==> src/rtl/scan_select_gen.sv <==
// Double-buffered two-digit scan driver: A/B shadows, periodic selection toggle, active-low enables.
// Latency: loads reach a_q/b_q on the first toggle edge after the load (1..DIV cycles, plus frozen cycles).
// Backpressure: none; freeze holds the scan while loads keep landing in the shadows.
module scan_select_gen #(
    parameter int DIV_WIDTH = 16,
    parameter int DIV       = 50000,
    parameter int BLANK     = 4
) (
    input  logic       clk,
    input  logic       resetn,
    input  logic [3:0] din,
    input  logic       load_a,
    input  logic       load_b,
    input  logic       freeze,
    output logic [3:0] a_q,
    output logic [3:0] b_q,
    output logic       selection,
    output logic [1:0] an,
    output logic       tick,
    output logic [1:0] pending
);

    localparam logic [DIV_WIDTH-1:0] CNT_LAST = DIV_WIDTH'(DIV - 1);

    logic [DIV_WIDTH-1:0] cnt;
    logic [3:0]           sh_a;
    logic [3:0]           sh_b;
    logic                 pend_a;
    logic                 pend_b;
    logic                 toggle;
    logic                 in_blank;

    assign toggle  = (cnt == CNT_LAST) && !freeze;
    assign pending = {pend_b, pend_a};

    always_ff @(posedge clk or negedge resetn) begin
        if (!resetn) begin
            cnt       <= '0;
            selection <= 1'b1;
            tick      <= 1'b0;
        end else if (freeze) begin
            tick <= 1'b0;
        end else if (toggle) begin
            cnt       <= '0;
            selection <= ~selection;
            tick      <= 1'b1;
        end else begin
            cnt  <= cnt + DIV_WIDTH'(1);
            tick <= 1'b0;
        end
    end

    // A load on the toggle edge wins over the pending clear: the new value waits for the next slot.
    always_ff @(posedge clk or negedge resetn) begin
        if (!resetn) begin
            sh_a   <= 4'h0;
            sh_b   <= 4'h0;
            a_q    <= 4'h0;
            b_q    <= 4'h0;
            pend_a <= 1'b0;
            pend_b <= 1'b0;
        end else begin
            if (toggle && pend_a) a_q <= sh_a;
            if (toggle && pend_b) b_q <= sh_b;

            if (load_a) begin
                sh_a   <= din;
                pend_a <= 1'b1;
            end else if (toggle) begin
                pend_a <= 1'b0;
            end

            if (load_b) begin
                sh_b   <= din;
                pend_b <= 1'b1;
            end else if (toggle) begin
                pend_b <= 1'b0;
            end
        end
    end

    generate
        if (BLANK == 0) begin : g_no_blank
            assign in_blank = 1'b0;
        end else begin : g_blank
            localparam logic [DIV_WIDTH:0] BLANK_V = (DIV_WIDTH + 1)'(BLANK);
            assign in_blank = ({1'b0, cnt} < BLANK_V);
        end
    endgenerate

    always_comb begin
        an = 2'b11;
        if (!in_blank) an = selection ? 2'b10 : 2'b01;
    end

endmodule

==> config.mk <==
export PLATFORM = sky130hd
export DESIGN_NAME = scan_select_gen
export DESIGN_NICKNAME = d
export VERILOG_FILES = /design/src/rtl/scan_select_gen.sv
export SDC_FILE = /design/constraint.sdc
export NUM_CORES = 1
export LEC_CHECK = 0
export BUFFER_PORTS_ARGS = -buffer_cell sky130_fd_sc_hd__buf_2
export CELL_PAD_IN_SITES_DETAIL_PLACEMENT = 1
export CELL_PAD_IN_SITES_GLOBAL_PLACEMENT = 1
export CORE_ASPECT_RATIO = 0.8
export CORE_MARGIN = 8
export CORE_UTILIZATION = 44
export CTS_CLUSTER_DIAMETER = 150
export DETAILED_ROUTE_END_ITERATION = 8
export PLACE_DENSITY = 0.75
export SLEW_MARGIN = 15
export SYNTH_ARGS = -nofsm -noshare
export SYNTH_HDL_FRONTEND = slang
export SYNTH_SLANG_ARGS = --single-unit
==> constraint.sdc <==
create_clock -name clk -period 2 [get_ports clk]
set_input_delay 0.3 -clock clk [delete_from_list [all_inputs] [get_ports clk]]
set_output_delay 0.3 -clock clk [all_outputs]
set_load 0.005 [all_outputs]
==> out/results.ini <==
[run_status]
status = finished, final reports clean

[clock_tree]
cts_buffers = 5
htree_levels = 2
postCtsHoldBufs = 0
cts.path.max_buffers = 2
clock-sinks = 36
clkTransAtPathRegs_ps = 70
cts-root-buf = clkbuf_8
cts_tree = yes
postCtsSetupRepairBufs = 0
worstSkewPairLatency_ps = 280

[sta]
post-route-min-period_ps = 1900
finalHoldViolCount = 0
finalSetupTns_ps = 0
setup_violations = 0
slew_violations = 0
worst_slew_pin_slew_ps = 787
fmax_mhz = 526
setup_slack_ps = 100
fin_crit_sh = 0.950
skew_ps = 3.91
max_slew_margin = 0.475

[finish]
final_util = 0.537
num_antenna_cells = 0
fin_nets = 163
fillers = 376
drive_above_1_share = 0.370
area_growth_pct = 17.6

[setup_path]
cp.arrival_ps = 1600
start_kind = register
critPathCaptureType = output port
worstPathBufferInverterCount = 1
cp.required_ps = 1700
path_delay_family = simple AND/OR/NAND/NOR gates
criticalPathCategory = register to output port
crit_slowest_cell = dfrtp_1
path_max_fanout = 7
critPathMaxStageDelay_ps = 490
crit_chain = nor4_2, nand4_1, nand2b_1, buf_2

[yosys]
yosysMostFrequentCell = dfrtp_1
synth_commonest_cells = dfrtp_1 (35), mux2_2 (16), nor2_1 (7), xor2_1 (7), nand2_1 (6)
synthFlopType = dfrtp_1
avgSynthCellArea_um2 = 12.4
yosysTopAreaCellShare = 0.561
yosys.area.top_type = dfrtp_1
ys_async_sr_fraction = 1.00
yosysUniqueCellTypes = 35
ys_ff_latch = 36
ys_warn_count = 0
synth_edf_count = 0
syn_area_um2 = 1560
yosysSeqAreaShare = 0.578
synthCells = 126
syn_nets = 136
synth_area_leaders = dfrtp_1 (56%), mux2_2 (12%), xor2_1 (3.9%), dfstp_2 (1.7%), nor2_1 (1.7%)

[routing]
drc_errors = 0
detail-route-antenna-nets = 0
drt_iter0_markers = 34
vias = 1082
wire_per_inst_um = 17.6
wl_um = 3450
avgViaCountPerCell = 5.52
first_pass_iters = 4

[placement]
dp_hpwl_um = 2500
io_buffers = 22
dp_slack_ps = 114
gp_congestion = 0.760

[pwr]
power_switching_mw = 0.446
power.total_mw = 1.69
p_seq_frac = 0.528
p_sw_frac = 0.263
worst_ir_drop_vdd_v = 0.000488
combPwrFrac = 0.099
intPower_mw = 1.25
p_per_area_nw_per_um2 = 922
clockPowerShare = 0.373
p_leak_nw = 0.880

[global_routing]
grt-ovfl-total = 0
grt_max_degree = 37
grt_pass1_wl_um = 6080
grt_usage = 0.137
grt_pass1_vias = 1210
antenna_found_initial = 0

[die]
core_um2 = 3420
io_pins = 23
row_count = 19
die_w_um = 82.6
die_h_um = 69.3
dieArea_um2 = 5720
start_util = 0.456

[min_path]
hp-class = input pin to asynchronous set/reset pin

[flow_run]
cap_violations = 0

layout by cell type (no fill, tap or decap), drive strengths merged:
master    synthesis  routed
o21ai             4       4
o221ai            1       1
nand3             5       5
or4               2       2
nand3b            2       2
and3              1       1
xnor2             3       3
nand2             7       7
nor3              2       2
ha                1       1
nand2b            3       3
nor2              7       7
a21o              3       3
and4              2       2
clkinvlp          0       1
nor4              3       3
xor2              7       7
nand4b            3       3
a22o              1       1
o21bai            1       1
or3               2       2
nand4             2       2
a21oi             2       2
dfstp             1       1
clkbuf            1       5
or2               1       1
dfrtp            35      35
clkinv            1       2
mux2             16      16
buf               2      23
inv               3       3
bufinv            0       1
o31ai             2       2
routing by layer:
| metal | GRT usage | vias up | part of all wire |
|---|---|---|---|
| met5 | 0 | - | 0 |
| met4 | 0.0440 | 0 | 0.0090 |
| met3 | 0.0479 | 4 | 0.064 |
| met2 | 0.200 | 27 | 0.50 |
| met1 | 0.182 | 547 | 0.43 |
| li1 | - | 504 | - |
sequential cells by signal (all words and copies together) (netlist names):
signal	flops
a_q	4
pend_b	1
tick	1
b_q	4
cnt	16
sh_b	4
selection	1
pend_a	1
sh_a	4
through the flow:
stage,instances,hold slack (ps),cell area [um2]
3_3_place_gp,188,417,1710
5_1_grt,196,162,1840
3_5_place_dp,188,426,1710
6_report,196,91.9,1840
2_1_floorplan,126,4.41,1560
4_1_cts,196,116,1820
area by class of cell:
type                       count  area [um2]  share of cell area
timing repair buffer          23         118              0.0640
sequential                    36         902               0.491
multi-input combinational     83         638               0.347
tap                           42        52.6              0.0286
clock buffer                   5        68.8              0.0375
inverter                       4        15.0             0.00817
clock inverter                 3        42.5              0.0232
power by group through the flow:
stage               Clock [mW]  Sequential (mW)  Combinational [mW]
floorplan                    0            0.872               0.110
detailed placement           0            0.897               0.160
global placement             0            0.889               0.149
CTS                      0.653            0.884               0.166
global route             0.680            0.909               0.198
finish                   0.632            0.894               0.168
worst register-to-register path: stages, from the launching register on:
cell      delay (ps)
dfrtp_1          400
ha_1             210
nand3b_1         100
or3_4            430
or4_1            490
a21oi_1          160
final timing paths:
| check | from | endpoint | slack [ps] | cells past startpoint |
|---|---|---|---|---|
| setup / recovery | cnt[4] | an[1] | 100 | 4 |
| hold / removal | resetn | cnt[10] | 90 | 1 |
| setup reg to reg | cnt[0] | cnt[14] | 140 | 5 |
| hold reg to reg | b_q[2] | b_q[2] | 500 | 1 |
| max in group asynchronous | resetn | sh_b[2] | 1410 | 1 |
| min in group clk | din[1] | sh_a[1] | 270 | 2 |
kinds of logic after synthesis:
group	synth area share
XOR/XNOR	0.0561
buffers and inverters	0.0224
AO/OA/AOI/OAI	0.0609
AND/OR/NAND/NOR	0.159
adder cells (fa/ha/maj)	0.00801
multiplexers	0.115
flip-flops	0.578
what timing repair did:
action / 4_1_cts / 5_1_grt
endpoints found under the setup margin: 0 / 11
gates resized for setup: 0 / 3
endpoints found under the hold margin: 0 / 0
No activity file was read; power rests on OpenSTA's default activity.
